==> config.mk <==
export PLATFORM = sky130hd
export DESIGN_NAME = conv3x3_rgb888
export DESIGN_NICKNAME = d
export VERILOG_FILES = /design/src/rtl/conv3x3_rgb888.sv
export SDC_FILE = /design/constraint.sdc
export NUM_CORES = 1
export LEC_CHECK = 0
export BUFFER_PORTS_ARGS = -buffer_cell sky130_fd_sc_hd__buf_2
export CELL_PAD_IN_SITES_DETAIL_PLACEMENT = 0
export CELL_PAD_IN_SITES_GLOBAL_PLACEMENT = 1
export CORE_ASPECT_RATIO = 1.75
export CORE_MARGIN = 3
export CORE_UTILIZATION = 33
export DETAILED_ROUTE_END_ITERATION = 16
export PLACE_DENSITY = 0.66
export RECOVER_POWER = 100
export SLEW_MARGIN = 30
export SYNTH_ARGS = -nofsm -noshare
export SYNTH_HDL_FRONTEND = slang
export SYNTH_SLANG_ARGS = --single-unit
==> constraint.sdc <==
create_clock -name iClk -period 4 [get_ports iClk]
set_clock_uncertainty 0.15 [all_clocks]
set_input_delay 0 -clock iClk [delete_from_list [all_inputs] [get_ports iClk]]
set_output_delay 0 -clock iClk [all_outputs]
set_load 0.1 [all_outputs]
==> src/rtl/conv3x3_rgb888.sv <==
`default_nettype none
// +--------------------------------------------------------------------------+
// | Module      : conv3x3_rgb888                                             |
// | Description : Per-channel 3x3 convolution on RGB888 windows (bypass,     |
// |               gaussian, sharpen, laplacian edge). Writes one filtered    |
// |               pixel per accepted window to the output frame BRAM.        |
// |               Window accepted at edge N appears on oWe/oPixel after      |
// |               edge N+3. A small FSM tracks frame completion.             |
// | Option      : CONV_GRAY_OUT_EN - output luma {Y,Y,Y} instead of RGB,     |
// |               Y = (77R + 150G + 29B) >> 8, same latency.                 |
// | Ports       : iClk, iRst (sync, active-low), iStart, iMode[1:0],         |
// |               iWin0..iWin8 (row-major, 4 = centre), iValid,              |
// |               oWe, oAddr, oPixel (BRAM write side), oBusy, oDone.        |
// | Revision    : 1.0 - initial release                                      |
// +--------------------------------------------------------------------------+
module conv3x3_rgb888 #(
  parameter int DATA_W = 24,
  parameter int ADDR_W = 17,
  parameter int WIDTH  = 480,
  parameter int HEIGHT = 272,
  parameter int DEPTH  = WIDTH * HEIGHT
) (
  input  logic              iClk,
  input  logic              iRst,
  input  logic              iStart,
  input  logic [1:0]        iMode,
  input  logic [DATA_W-1:0] iWin0,
  input  logic [DATA_W-1:0] iWin1,
  input  logic [DATA_W-1:0] iWin2,
  input  logic [DATA_W-1:0] iWin3,
  input  logic [DATA_W-1:0] iWin4,
  input  logic [DATA_W-1:0] iWin5,
  input  logic [DATA_W-1:0] iWin6,
  input  logic [DATA_W-1:0] iWin7,
  input  logic [DATA_W-1:0] iWin8,
  input  logic              iValid,
  output logic              oWe,
  output logic [ADDR_W-1:0] oAddr,
  output logic [DATA_W-1:0] oPixel,
  output logic              oBusy,
  output logic              oDone
);

  localparam logic [ADDR_W-1:0] LAST_IDX = ADDR_W'(DEPTH - 1);

  typedef enum logic [1:0] {
    S_IDLE  = 2'd0,
    S_RUN   = 2'd1,
    S_DRAIN = 2'd2,
    S_DONE  = 2'd3
  } state_t;

  state_t            r_state;
  state_t            w_next;
  logic [1:0]        r_mode;
  logic [ADDR_W-1:0] r_in_cnt;
  logic              r_acc_vld;
  logic              r_s1_vld;
  logic              r_s2_vld;
  logic [DATA_W-1:0] w_s2_pix;
  logic [DATA_W-1:0] w_out;
  logic              w_accept;
  logic              w_last_in;
  logic              w_last_wr;

  // Windows are only taken while running; a start cycle is never a data cycle.
  assign w_accept  = (r_state == S_RUN) && iValid;
  assign w_last_in = w_accept && (r_in_cnt == LAST_IDX);
  assign w_last_wr = oWe && (oAddr == LAST_IDX);

  // ---------------------------------------------------------------- FSM
  always_ff @(posedge iClk) begin
    if (!iRst) begin
      r_state <= S_IDLE;
    end else begin
      r_state <= w_next;
    end
  end

  always_comb begin
    w_next = r_state;
    oBusy  = 1'b0;
    oDone  = 1'b0;
    case (r_state)
      S_IDLE: begin
        if (iStart) w_next = S_RUN;
      end
      S_RUN: begin
        oBusy = 1'b1;
        if (w_last_in) w_next = S_DRAIN;
      end
      S_DRAIN: begin
        oBusy = 1'b1;
        if (w_last_wr) w_next = S_DONE;
      end
      S_DONE: begin
        oDone  = 1'b1;
        w_next = S_IDLE;
      end
      default: w_next = S_IDLE;
    endcase
  end

  // Mode is frozen for the whole frame; input window counter.
  always_ff @(posedge iClk) begin
    if (!iRst) begin
      r_mode   <= 2'd0;
      r_in_cnt <= '0;
    end else begin
      if (r_state == S_IDLE && iStart) begin
        r_mode   <= iMode;
        r_in_cnt <= '0;
      end else if (w_accept) begin
        r_in_cnt <= w_last_in ? '0 : r_in_cnt + 1'b1;
      end
    end
  end

  // Valid shift chain: accept -> S1 -> S2 -> S3 (oWe).
  always_ff @(posedge iClk) begin
    if (!iRst) begin
      r_acc_vld <= 1'b0;
      r_s1_vld  <= 1'b0;
      r_s2_vld  <= 1'b0;
    end else begin
      r_acc_vld <= w_accept;
      r_s1_vld  <= r_acc_vld;
      r_s2_vld  <= r_s1_vld;
    end
  end

  // ---------------------------------------------------------------- channels
  for (genvar ch = 0; ch < 3; ch++) begin : g_ch
    logic [7:0]         r_c;
    logic [9:0]         r_e;
    logic [9:0]         r_k;
    logic [9:0]         w_e;
    logic [9:0]         w_k;
    logic signed [12:0] w_c13;
    logic signed [12:0] w_e13;
    logic signed [12:0] w_k13;
    logic signed [12:0] w_sum;
    logic signed [12:0] r_s1_sum;
    logic signed [12:0] w_abs;
    logic [7:0]         w_norm;
    logic [7:0]         r_s2_ch;

    // Kernels only ever weight the edge group and the corner group as a
    // whole, so the accept stage folds the nine taps into three values.
    assign w_e = {2'b00, iWin1[8*ch +: 8]} + {2'b00, iWin3[8*ch +: 8]}
               + {2'b00, iWin5[8*ch +: 8]} + {2'b00, iWin7[8*ch +: 8]};
    assign w_k = {2'b00, iWin0[8*ch +: 8]} + {2'b00, iWin2[8*ch +: 8]}
               + {2'b00, iWin6[8*ch +: 8]} + {2'b00, iWin8[8*ch +: 8]};

    always_ff @(posedge iClk) begin
      if (!iRst) begin
        r_c <= '0;
        r_e <= '0;
        r_k <= '0;
      end else if (w_accept) begin
        r_c <= iWin4[8*ch +: 8];
        r_e <= w_e;
        r_k <= w_k;
      end
    end

    assign w_c13 = $signed({5'b0_0000, r_c});
    assign w_e13 = $signed({3'b000, r_e});
    assign w_k13 = $signed({3'b000, r_k});

    // S1: signed kernel sum, worst case -2040..4080 fits 13 bits.
    always_comb begin
      w_sum = w_c13;
      case (r_mode)
        2'd1:    w_sum = (w_c13 <<< 2) + (w_e13 <<< 1) + w_k13;
        2'd2:    w_sum = (w_c13 <<< 2) + w_c13 - w_e13;
        2'd3:    w_sum = (w_c13 <<< 3) - w_e13 - w_k13;
        default: w_sum = w_c13;
      endcase
    end

    always_ff @(posedge iClk) begin
      if (!iRst) begin
        r_s1_sum <= '0;
      end else if (r_acc_vld) begin
        r_s1_sum <= w_sum;
      end
    end

    // S2: normalise to 8 bits.
    always_comb begin
      w_norm = r_s1_sum[7:0];
      w_abs  = r_s1_sum;
      case (r_mode)
        2'd1: w_norm = r_s1_sum[11:4];
        2'd2: begin
          if (r_s1_sum < 13'sd0)        w_norm = 8'h00;
          else if (r_s1_sum > 13'sd255) w_norm = 8'hFF;
          else                          w_norm = r_s1_sum[7:0];
        end
        2'd3: begin
          if (r_s1_sum < 13'sd0) w_abs = -r_s1_sum;
          if (w_abs > 13'sd255)  w_norm = 8'hFF;
          else                   w_norm = w_abs[7:0];
        end
        default: w_norm = r_s1_sum[7:0];
      endcase
    end

    always_ff @(posedge iClk) begin
      if (!iRst) begin
        r_s2_ch <= '0;
      end else if (r_s1_vld) begin
        r_s2_ch <= w_norm;
      end
    end

    assign w_s2_pix[8*ch +: 8] = r_s2_ch;
  end

  // ---------------------------------------------------------------- S3
`ifdef CONV_GRAY_OUT_EN
  logic [15:0] w_y_sum;
  logic [7:0]  w_y;
  assign w_y_sum = 16'd77  * {8'd0, w_s2_pix[23:16]}
                 + 16'd150 * {8'd0, w_s2_pix[15:8]}
                 + 16'd29  * {8'd0, w_s2_pix[7:0]};
  assign w_y     = 8'(w_y_sum >> 8);
  assign w_out   = {w_y, w_y, w_y};
`else
  assign w_out = w_s2_pix;
`endif

  // oAddr holds the address of the write currently presented and advances
  // on the edge that retires that write, wrapping after the last pixel.
  always_ff @(posedge iClk) begin
    if (!iRst) begin
      oWe    <= 1'b0;
      oAddr  <= '0;
      oPixel <= '0;
    end else begin
      oWe <= r_s2_vld;
      if (r_s2_vld) oPixel <= w_out;
      if (oWe)      oAddr  <= w_last_wr ? '0 : oAddr + 1'b1;
    end
  end

endmodule
`default_nettype wire

Word level (Yosys, flattened, before mapping). Cells that the tools add are included.

Register bits: 213. Output and inout port bits: 44. Logic and storage cells: 123. Input port bits: 222.

Bitwise operators: 1. Order comparisons: 9. Equal/unequal tests: 11. Muxes and demuxes: 29. Add/subtract/negate cells: 41. Reductions and logical operators: 8.

Operators with widths (count): $pmux 13 s3 (3); $gt 13x9->1 const B (6); $mux 13 (6); $mux 8 (9); $pmux 8 s3 (3); $sub 11x10->12 (6); $add 10x8->10 (6); $add 9x8->10 (6); $add 8x8->9 (6); $add 12x10->13 (3); $lt 13x1->1 const B (3); $neg 13->13 (3); $sub 12x11->13 (3); $add 10x11->12 (3); $add 17x1->17 const B (2); $eq 17x17->1 const B (2); $mux 17 (2); $add 10x8->11 (3); $eq 2x2->1 const B (4); $pmux 2 s4 (1); $mux 2 (3); $ne 2x2->1 const B (3); $eq 2x1->1 const B (2); $logic_and 1x1->1 (4); other kinds (5) (7).

Longest topological paths before layout. Gate-level depths: netlist of run 1.

Depth in word-level cells: 6. Gate-level depth with buffers: 15. Depth with buffers taken out: 15.

Worst setup path after synthesis of run 1. OpenSTA, ideal clock, no wires.

Kind: register to register. From: reg g_ch[2].r_e[4]. To: reg g_ch[2].r_s1_sum[7]. Buffers on the path: 0. Cell stages (with the launch flop): 15. Path slack: 703 ps. Data required time: 3780 ps. Arrival time: 3077 ps. Period minus slack after synthesis: 3297 ps. Setup time: 70 ps. Cells stage by stage: dfxtp_1 inv_1 ha_1 or2_2 nor2_1 nor2_1 nor2_1 xnor2_1 ha_1 or4_1 o21ai_0 a211oi_1 o21a_1 or4b_2 a21oi_1.

Longest elaborated chain between the ends: 3. Elaborated cells between the ends (all ways): 6. Classes of those cells: 5 x add/sub; 1 x mux.

RTL lines: start: declaration (line 135) `logic [9:0] r_e;`; start signal: assignment (line 162) `r_e <= w_e;`; $sub 11x10->12 or $add 10x11->12 (tied branches) (line 177, 175); $sub 12x11->13 or $add 12x10->13 (tied branches) (line 177, 175); $pmux 13 s3 * (line 174) `case (r_mode)`; end signal: assignment (line 186) `r_s1_sum <= w_sum;`; end: declaration (line 143) `logic signed [12:0] r_s1_sum;`.

Every way passes the cells marked *; elsewhere a longest branch is shown, timed or not. A chain may end at the register's enable or synchronous reset.

Worst setup path in the final report of run 1.
From: reg g_ch[2].r_e[3]. To: reg g_ch[2].r_s1_sum[7].

Same word-level chain as after synthesis.

==> metrics.yaml, run 1 <==
synthesis:
  synth_xor_area_share_pct: 5.48
  syn_avg_cell_area_sq_um: 8.54
  synth_top_area_cell: "dfxtp_1"
  synth_top_family_by_area: "adder cells"
  synth_fp_nets: 2843
  synthAdderAreaFrac_pct: 27.6
  synth_common_cells: "nand2_1, inv_1, dfxtp_1"
  ys.flop_type: "dfxtp_1"
  yosysMostFrequentCell: "nand2_1"
  yosysTopAreaCellShare_pct: 21.9
  yosysSeqAreaShare_pct: 21.9
  synth-compound-area-share_pct: 18.0
  synth-edff-count: 0
  synth-simple-area-share_pct: 16.0
  yosys-mux-area-fraction_pct: 4.88
  synthArstFlopShare_pct: 0
  synth_area_sq_mm: 0.0195
  yosysWarningCount: 0
  synthesis.instances: 2281
  ys_top_cells_by_area: "dfxtp_1, fa_1, ha_1, a21oi_1, nand2_1"
  ys_types: 78
  synth.ff_latch_count: 213
clock_network:
  cts_setup_buffers: 0
  htreeDepth: 1
  clock_latency_ns: 0.56
  cts.clk_slew.worst_paths_ns: 0.07
  cts_tree: "yes"
  clkSinkCount: 213
  root_buffer: "clkbuf_16"
  tritoncts.num_buffers: 24
  cts_buffer_depth: 3
placement:
  placed_area_sq_mm: 0.0216
  gp_congestion: 0.847
  portBuffers: 265
  hpwl_um: 47100
routing:
  drc: 0
  drt_iter0_markers: 624
  ant_nets: 0
  viasPerCell: 5.07
  vias: 17228
  wirelength_um: 58200
  dr.pass1.iters: 6
  post_drt_wl_per_cell_um: 17.1
sta:
  period_share_pct: 91.1
  max_slew_margin_pct: -1.93
  finalCriticalPeriod_ns: 3.64
  fmax_mhz: 275
  setup_tns_ns: 0
  finalSetupViolCount: 0
  worst_pin_slew_ns: 1.53
  maxSlewViolCount: 23
  hold_slack_ns: 0.0137
  rsz0062_at_grt: "false"
  hold_violations: 0
global_routing:
  grt_pass1_vias: 18150
  overflow: 0
  grt_max_degree: 52
  grt_use_total_pct: 18.5
  antenna_found_initial: 2
  grt_pass1_wl_um: 94100
power_and_ir_drop:
  cellLeakagePower_nw: 9.74
  power_frac_seq_pct: 18.7
  internal_power_mw: 7.77
  switching_share_pct: 45.4
  power_frac_comb_pct: 64.7
  powerDensity_mw_per_mm2: 608
  power_switching_mw: 6.45
  power.share.clock_pct: 16.6
  ir_drop_uv: 520
worst_setup_path:
  r2r_end: "g_ch[2].r_s1_sum[7]$_SDFFE_PN0P_"
  worst-setup-path-type: "reg2reg"
  cp-end-kind: "register"
  reg2reg_depth: 14
  worstPathRequired_ns: 4.32
  cp.arrival_ns: 3.96
  startpoint: "g_ch[2].r_e[3]$_SDFFE_PN0P_"
  cp-start-kind: "register"
  r2r-start: "g_ch[2].r_e[3]$_SDFFE_PN0P_"
  crit_fanout: 6
  reg2reg_slack_ns: 0.36
layout:
  regArea_sq_mm: 0.00427
  area.growth.synth_to_final_pct: 20.1
  fillers: 6120
  design_area_sq_mm: 0.0234
  drive_gt1_share_pct: 12.5
  fin_util_pct: 40.2
  multiInputGateArea_sq_mm: 0.0140
  final_nets: 3167
flow_run:
  cap_violations: 1
die:
  placementRows: 117
  die-area_sq_mm: 0.0621
  die_h_um: 327
  ios: 266
  core_area_sq_mm: 0.0583
  initial_utilization_pct: 33.4
  die_w_um: 190
worst_hold_path:
  hold_path_startpoint: "iWin3[15]"
  min_to: "g_ch[1].r_e[9]$_SDFFE_PN0P_"
  whs_path_depth: 5
  hold_path_class: "in2reg"
status:
  violations: "capacitance limit, slew limit"
  status: "complete, but fails checks"
==> power by group through the flow <==
stage / logic [mW] / registers (mW) / clock network (mW)
after floorplan: 6.93 / 2.56 / 0
after detailed placement: 9.08 / 2.70 / 0
after global routing: 10.4 / 2.69 / 2.51
after CTS: 9.32 / 2.65 / 2.45
final: 9.21 / 2.65 / 2.36
after global placement: 8.95 / 2.69 / 0
==> cells by family (layout without fill, tap and decap cells) <==
family / count (synthesis) / in the layout
AO/OA/AOI/OAI: 557 / 557
XOR/XNOR: 122 / 122
adder cells (fa/ha/maj): 340 / 340
buffers and inverters: 316 / 658
flip-flops: 213 / 213
multiplexers: 71 / 71
other: 0 / 1
AND/OR/NAND/NOR: 662 / 662
==> through the flow <==
| stage | power (mW) | worst slack, ns | instances |
|---|---|---|---|
| global route | 15.6 | 0.0596 | 3397 |
| detailed placement | 11.8 | 0.289 | 3248 |
| finish | 14.2 | 0.358 | 3397 |
| CTS | 14.4 | 0.252 | 3396 |
| global placement | 11.6 | 0.339 | 3248 |
| floorplan | 9.48 | 0.703 | 2281 |
==> how the worst max path moves through the flow <==
stage          slack [ns]                                end  depth (start not counted)
2_1_floorplan        0.70   g_ch[2].r_s1_sum[7]$_SDFFE_PN0P_                         14
5_1_grt              0.06  g_ch[2].r_s1_sum[11]$_SDFFE_PN0P_                         15
3_3_place_gp         0.34   g_ch[2].r_s1_sum[7]$_SDFFE_PN0P_                         13
6_report             0.36   g_ch[2].r_s1_sum[7]$_SDFFE_PN0P_                         14
3_5_place_dp         0.29   g_ch[2].r_s1_sum[7]$_SDFFE_PN0P_                         13
4_1_cts              0.25   g_ch[2].r_s1_sum[7]$_SDFFE_PN0P_                         13
==> layout by cell type, fill, tap and decap left out, types with 37 or more instances in the layout <==
master	instances
nor2_1	187
a21oi_1	181
ha_1	190
mux2i_1	50
clkbuf_1	53
dlygate4sd3_1	104
nand2_1	223
xnor2_1	78
dfxtp_1	211
fa_1	150
xor2_1	44
buf_2	220
inv_1	215
nand3_1	37
o21ai_0	140
==> area by class of cell <==
cell class / count / share of cell area [%]
clock inverters: 14 / 0.754
inverters: 217 / 3.49
clock buffers: 30 / 2.79
multi-input cells: 1752 / 60.0
diodes: 1 / 0.0107
well taps: 773 / 4.13
flip-flops and latches: 213 / 18.2
repair buffers: 397 / 10.6
==> critical path, stage by stage (launching register included) <==
cell and delay, ns:
dfxtp_1 0.44, inv_1 0.07, ha_1 0.32, and3b_1 0.23, nor2_1 0.12, nor2_1 0.05
nor2_1 0.12, xnor2_1 0.08, ha_1 0.23, or4_1 0.50, o21ai_0 0.13, a211oi_1 0.12
o21a_1 0.23, or4b_2 0.63, a21oi_1 0.14
==> repair_timing <==
| action | CTS | global route |
|---|---|---|
| resized for setup | 0 | 1 |
| setup endpoints to repair | 0 | 2 |
| hold buffers | 104 | 0 |
| endpoints found under the hold margin | 81 | 0 |
==> layer usage <==
metal	vias up	track usage (%)	share of wire, %
met5	-	0	0
met2	362	35.5	53
met1	8212	21.8	41
met4	0	4.92	2.4
li1	8567	-	-
met3	87	1.76	3.6
==> flip-flops by register name (all words and copies together) (netlist names) <==
| name | count |
|---|---|
| g_ch.r_s1_sum | 39 |
| g_ch.r_e | 30 |
| g_ch.r_s2_ch | 24 |
| r_mode | 2 |
| oPixel | 24 |
| r_s1_vld | 1 |
| r_s2_vld | 1 |
| r_acc_vld | 1 |
| oWe | 1 |
| g_ch.r_k | 30 |
| oAddr | 17 |
| r_in_cnt | 17 |
| r_state | 2 |
| g_ch.r_c | 24 |
Power figures use the tool's default switching activity.
==> run 2, diff against run 1 <==
--- a/config.mk
+++ b/config.mk
@@ -6,13 +6,13 @@
 export NUM_CORES = 1
 export LEC_CHECK = 0
 export BUFFER_PORTS_ARGS = -buffer_cell sky130_fd_sc_hd__buf_2
-export CELL_PAD_IN_SITES_DETAIL_PLACEMENT = 0
-export CELL_PAD_IN_SITES_GLOBAL_PLACEMENT = 1
+export CELL_PAD_IN_SITES_DETAIL_PLACEMENT = 1
+export CELL_PAD_IN_SITES_GLOBAL_PLACEMENT = 2
 export CORE_ASPECT_RATIO = 1.75
-export CORE_MARGIN = 3
-export CORE_UTILIZATION = 33
+export CORE_MARGIN = 10
+export CORE_UTILIZATION = 36
 export DETAILED_ROUTE_END_ITERATION = 16
-export PLACE_DENSITY = 0.66
+export PLACE_DENSITY = 0.85
 export RECOVER_POWER = 100
 export SLEW_MARGIN = 30
 export SYNTH_ARGS = -nofsm -noshare
==> metrics.yaml, run 2 (same netlist as run 1, synthesis figures left out) <==
status:
  status: "complete, but fails checks"
  violations: "capacitance limit, slew limit"
worst_hold_path:
  whs_path_depth: 5
  hold_path_startpoint: "iWin8[2]"
  min_to: "g_ch[0].r_k[3]$_SDFFE_PN0P_"
  hold_path_class: "in2reg"
layout:
  final_nets: 3151
  area.growth.synth_to_final_pct: 18.7
  fillers: 6427
  regArea_sq_mm: 0.00427
  top_regs: "g_ch.r_s1_sum (39), g_ch.r_e (30), g_ch.r_k (30)"
  regMostFlops: "g_ch.r_s1_sum"
  drive_gt1_share_pct: 11.9
  final_common_cell: "nand2_1"
  multiInputGateArea_sq_mm: 0.0140
  largest_reg_flops: 39
  layout_common_cells: "nand2_1, buf_2, inv_1"
routing:
  wirelength_um: 64600
  post_drt_wl_per_cell_um: 19.6
  drt_iter0_markers: 610
  vias: 17742
  drc: 0
  viasPerCell: 5.39
  dr.pass1.iters: 4
  ant_nets: 0
sta:
  rsz0062_at_grt: "false"
  maxSlewViolCount: 118
  hold_slack_ns: 0.00763
  worst_pin_slew_ns: 2.26
  fmax_mhz: 268
  finalSetupViolCount: 0
  fin_ws_ns: 0.271
  finalCriticalPeriod_ns: 3.73
  period_share_pct: 93.2
  hold_violations: 0
  setup_tns_ns: 0
  max_slew_margin_pct: -50.9
clock_network:
  root_buffer: "clkbuf_16"
  clock_latency_ns: 0.55
  clkSinkCount: 213
  htreeDepth: 1
  cts_tree: "yes"
  cts.clk_slew.worst_paths_ns: 0.06
  cts_buffer_depth: 3
  cts_setup_buffers: 0
  tritoncts.num_buffers: 24
placement:
  gp_congestion: 0.888
  hpwl_um: 52100
  portBuffers: 265
  place_ws_ns: 0.280
worst_setup_path:
  crit_chain: "inv_1 -> ha_1 -> nor4b_1 -> nor3_1 -> nor2_1 -> nor2_1 -> ha_1 -> or4_1 -> o21ai_0 -> a211oi_1 -> o21a_1 -> or4b_2 -> a21oi_1"
  r2r-start: "g_ch[2].r_e[3]$_SDFFE_PN0P_"
  slowest_stage: "or4b_2"
  crit_path_max_incr_delay_ns: 0.62
  crit_family: "simple AND/OR/NAND/NOR gates"
  reg2reg_slack_ns: 0.27
  reg2reg_depth: 13
  crit_fanout: 6
  cp.arrival_ns: 4.06
  r2r_end: "g_ch[2].r_s1_sum[7]$_SDFFE_PN0P_"
  cp-end-kind: "register"
  cp-start-kind: "register"
  critical_path_buf_inv_count: 1
  worst-setup-path-type: "reg2reg"
  worstPathRequired_ns: 4.33
global_routing:
  antenna_found_initial: 5
  grt_use_total_pct: 19.7
  overflow: 0
  grt_max_degree: 79
  grt_pass1_wl_um: 106000
  grt_pass1_vias: 20233
die:
  die_h_um: 328
  die_w_um: 196
  core_area_sq_mm: 0.0535
  placementRows: 112
  initial_utilization_pct: 36.4
  ios: 266
  die-area_sq_mm: 0.0642
power_and_ir_drop:
  ir_drop_uv: 419
  cellLeakagePower_nw: 9.62
  powerDensity_mw_per_mm2: 623
flow_run:
  cap_violations: 3
==> run 2: cell types whose count changed in the layout (fill, tap and decap cells not counted), moves of 3 or more <==
cell           previous run  this run
clkbuf_1                 53        59
clkinv_2                  4         1
buf_2                   220       216
diode_2                   1         4
dlygate4sd3_1           104        91
clkbuf_2                  5         2
==> run 2: tightest hold or removal path: stages <==
cell and delay [ns]:
buf_2 0.09, fa_1 0.17, ha_1 0.15, o21ai_0 0.12
a21oi_1 0.14
==> run 2: final cells by class <==
type,count,share of cell area (%)
Clock inverter,10,0.747
Sequential cell,213,18.4
Tap cell,684,3.70
Timing Repair Buffer,381,10.1
Multi-Input combinational cell,1752,60.6
Antenna cell,4,0.0433
Inverter,217,3.54
Clock buffer,30,2.78
==> run 2: repair_timing <==
action | 4_1_cts | 5_1_grt
hold buffers | 91 | 0
endpoints found under the hold margin | 74 | 0
resized for setup | 0 | 0
==> run 2: worst max path at each step <==
stage | from | to | slack, ns | cells after the start
finish | g_ch[2].r_e[3]$_SDFFE_PN0P_ | g_ch[2].r_s1_sum[7]$_SDFFE_PN0P_ | 0.27 | 13
CTS | g_ch[2].r_e[3]$_SDFFE_PN0P_ | g_ch[2].r_s1_sum[7]$_SDFFE_PN0P_ | 0.25 | 13
global route | g_ch[2].r_e[3]$_SDFFE_PN0P_ | g_ch[2].r_s1_sum[7]$_SDFFE_PN0P_ | 0.07 | 13
detailed placement | g_ch[2].r_e[3]$_SDFFE_PN0P_ | g_ch[2].r_s1_sum[7]$_SDFFE_PN0P_ | 0.28 | 13
floorplan | g_ch[2].r_e[4]$_SDFFE_PN0P_ | g_ch[2].r_s1_sum[7]$_SDFFE_PN0P_ | 0.70 | 14
global placement | g_ch[2].r_e[3]$_SDFFE_PN0P_ | g_ch[2].r_s1_sum[7]$_SDFFE_PN0P_ | 0.34 | 13
==> run 2: layer usage <==
layer  track usage, %  part of all wire, %  vias to the layer above
li1                 -                    -                     8528
met1             21.8                   40                     8764
met2             37.7                   54                      340
met3             2.72                  3.7                      106
met4             6.21                  2.7                        4
met5                0                0.050                        -
==> run 2: metrics by stage <==
step | util (%) | std cells | area (sq um) | power (mW)
after global routing | 43.2 | 3290 | 23100 | 15.7
after floorplan | - | 2281 | 19500 | 9.48
after detailed placement | 40.2 | 3156 | 21500 | 11.9
after global placement | 40.2 | 3156 | 21500 | 11.6
after CTS | 43.4 | 3287 | 23200 | 14.5
final | 43.2 | 3291 | 23100 | 14.4
==> run 2: where the power goes <==
group / switching [mW] / total (mW) / internal [mW]
Sequential: 0.345 / 2.67 / 2.33
Clock: 0.961 / 2.36 / 1.40
Combinational: 5.30 / 9.39 / 4.09
==> run 3, diff against run 2 <==
--- a/config.mk
+++ b/config.mk
@@ -10,9 +10,10 @@
 export CELL_PAD_IN_SITES_GLOBAL_PLACEMENT = 2
 export CORE_ASPECT_RATIO = 1.75
 export CORE_MARGIN = 10
-export CORE_UTILIZATION = 36
+export CORE_UTILIZATION = 37
+export CTS_BUF_LIST = sky130_fd_sc_hd__clkbuf_2 sky130_fd_sc_hd__clkbuf_4 sky130_fd_sc_hd__clkbuf_8
 export DETAILED_ROUTE_END_ITERATION = 16
-export PLACE_DENSITY = 0.85
+export PLACE_DENSITY = 0.87
 export RECOVER_POWER = 100
 export SLEW_MARGIN = 30
 export SYNTH_ARGS = -nofsm -noshare
==> metrics.yaml, run 3 (same netlist as run 1, synthesis figures left out) <==
routing:
  dr.pass1.iters: 5
  drt_iter0_markers: 571
  post_drt_wl_per_cell_um: 19.6
  drc: 0
  vias: 17821
  viasPerCell: 5.36
  wirelength_um: 65200
  ant_nets: 0
clock_network:
  cts_buffer_depth: 3
  htreeDepth: 2
  clock_latency_ns: 0.59
  cts_tree: "yes"
  cts.clk_slew.worst_paths_ns: 0.07
  cts_setup_buffers: 0
  root_buffer: "clkbuf_8"
  clkSinkCount: 213
  tritoncts.num_buffers: 37
die:
  placementRows: 111
  die-area_sq_mm: 0.0626
  die_w_um: 193
  die_h_um: 324
  initial_utilization_pct: 37.3
  ios: 266
  core_area_sq_mm: 0.0522
layout:
  final_common_cell: "nand2_1"
  top_regs: "g_ch.r_s1_sum (39), g_ch.r_e (30), g_ch.r_k (30)"
  final_nets: 3176
  fin_util_pct: 44.6
  layout_common_cells: "nand2_1, buf_2, inv_1"
  largest_reg_flops: 39
  regMostFlops: "g_ch.r_s1_sum"
  fillers: 6310
  drive_gt1_share_pct: 13.3
  area.growth.synth_to_final_pct: 19.4
  multiInputGateArea_sq_mm: 0.0140
  regArea_sq_mm: 0.00427
sta:
  setup_tns_ns: 0
  rsz0062_at_grt: "false"
  max_slew_margin_pct: -27.2
  hold_violations: 0
  fmax_mhz: 267
  finalSetupViolCount: 0
  worst_pin_slew_ns: 1.91
  period_share_pct: 93.5
  finalCriticalPeriod_ns: 3.74
  maxSlewViolCount: 157
worst_setup_path:
  crit_family: "buffers and inverters"
  r2r-start: "r_mode[0]$_SDFFE_PN0P_"
  worstPathRequired_ns: 4.36
  r2r_end: "g_ch[1].r_s1_sum[0]$_SDFFE_PN0P_"
  reg2reg_slack_ns: 0.26
  crit_path_max_incr_delay_ns: 0.89
  slowest_stage: "dfxtp_1"
  cp.arrival_ns: 4.10
  worst-setup-path-type: "reg2reg"
  critical_path_buf_inv_count: 2
  reg2reg_depth: 5
  crit_chain: "clkinv_1 -> clkbuf_1 -> mux4_2 -> mux2i_1 -> and2_0"
  cp-start-kind: "register"
  crit_fanout: 21
  cp-end-kind: "register"
worst_hold_path:
  whs_path_depth: 6
  hold_path_class: "in2reg"
  min_to: "g_ch[2].r_e[6]$_SDFFE_PN0P_"
  hold_path_startpoint: "iWin7[21]"
placement:
  hpwl_um: 51900
  portBuffers: 265
  gp_congestion: 0.873
power_and_ir_drop:
  ir_drop_uv: 535
  powerDensity_mw_per_mm2: 618
  cellLeakagePower_nw: 9.75
  power_mw: 14.4
global_routing:
  antenna_found_initial: 9
  grt_pass1_wl_um: 106000
  grt_pass1_vias: 20113
  overflow: 0
  grt_max_degree: 84
  grt_use_total_pct: 20.4
flow_run:
  cap_violations: 2
status:
  status: "complete, but fails checks"
  violations: "capacitance limit, slew limit"
## run 3: worst max path at each step
stage | end | startpoint | depth (start not counted)
6_report | g_ch[1].r_s1_sum[0]$_SDFFE_PN0P_ | r_mode[0]$_SDFFE_PN0P_ | 5
5_1_grt | g_ch[1].r_s1_sum[0]$_SDFFE_PN0P_ | r_mode[0]$_SDFFE_PN0P_ | 5
4_1_cts | g_ch[2].r_s1_sum[7]$_SDFFE_PN0P_ | g_ch[2].r_e[3]$_SDFFE_PN0P_ | 13
3_5_place_dp | g_ch[2].r_s1_sum[7]$_SDFFE_PN0P_ | g_ch[2].r_e[3]$_SDFFE_PN0P_ | 13
3_3_place_gp | g_ch[2].r_s1_sum[7]$_SDFFE_PN0P_ | g_ch[2].r_e[3]$_SDFFE_PN0P_ | 13
2_1_floorplan | g_ch[2].r_s1_sum[7]$_SDFFE_PN0P_ | g_ch[2].r_e[4]$_SDFFE_PN0P_ | 14
## run 3: through the flow
stage	std cells	worst slack, ns	cell area [sq um]	hold WS [ns]
final	3325	0.261	23300	0.0287
after global routing	3324	0.0288	23300	0.0613
after CTS	3319	0.230	23300	0.00113
after detailed placement	3153	0.244	21500	0.104
after global placement	3153	0.313	21500	0.0948
after floorplan	2281	0.703	19500	-0.0140
## run 3: power by group
part	switching, mW	internal, mW	leakage, nW
Sequential	0.350	2.33	1.72
Combinational	5.29	4.16	7.58
Clock	0.988	1.28	0.444
## run 3: final cells by class
type                            instances  share of cell area (%)
Timing Repair Buffer                  393                    10.6
Inverter                              217                    3.51
Sequential cell                       213                    18.3
Antenna cell                            6                  0.0645
Multi-Input combinational cell       1752                    60.3
Clock inverter                         11                   0.495
Tap cell                              678                    3.65
Clock buffer                           55                    3.06
## run 3: routing by layer
metal / GRT usage, % / share of wire (%) / vias up
li1: - / - / 8587
met1: 22.0 / 39 / 8750
met2: 39.6 / 54 / 363
met3: 3.06 / 3.7 / 115
met4: 6.62 / 2.7 / 6
met5: 0 / 0.063 / -
## run 3: repair_timing
item / CTS / global route
endpoints found under the setup margin: 0 / 2
resized for setup: 0 / 1
hold buffers: 100 / 0
endpoints found under the hold margin: 83 / 0
## run 3: worst min-delay path, cell delays in order
cell and delay, ns:
buf_2 0.09, fa_1 0.18, ha_1 0.18, xnor2_1 0.09, nand2_1 0.08, a21oi_1 0.06
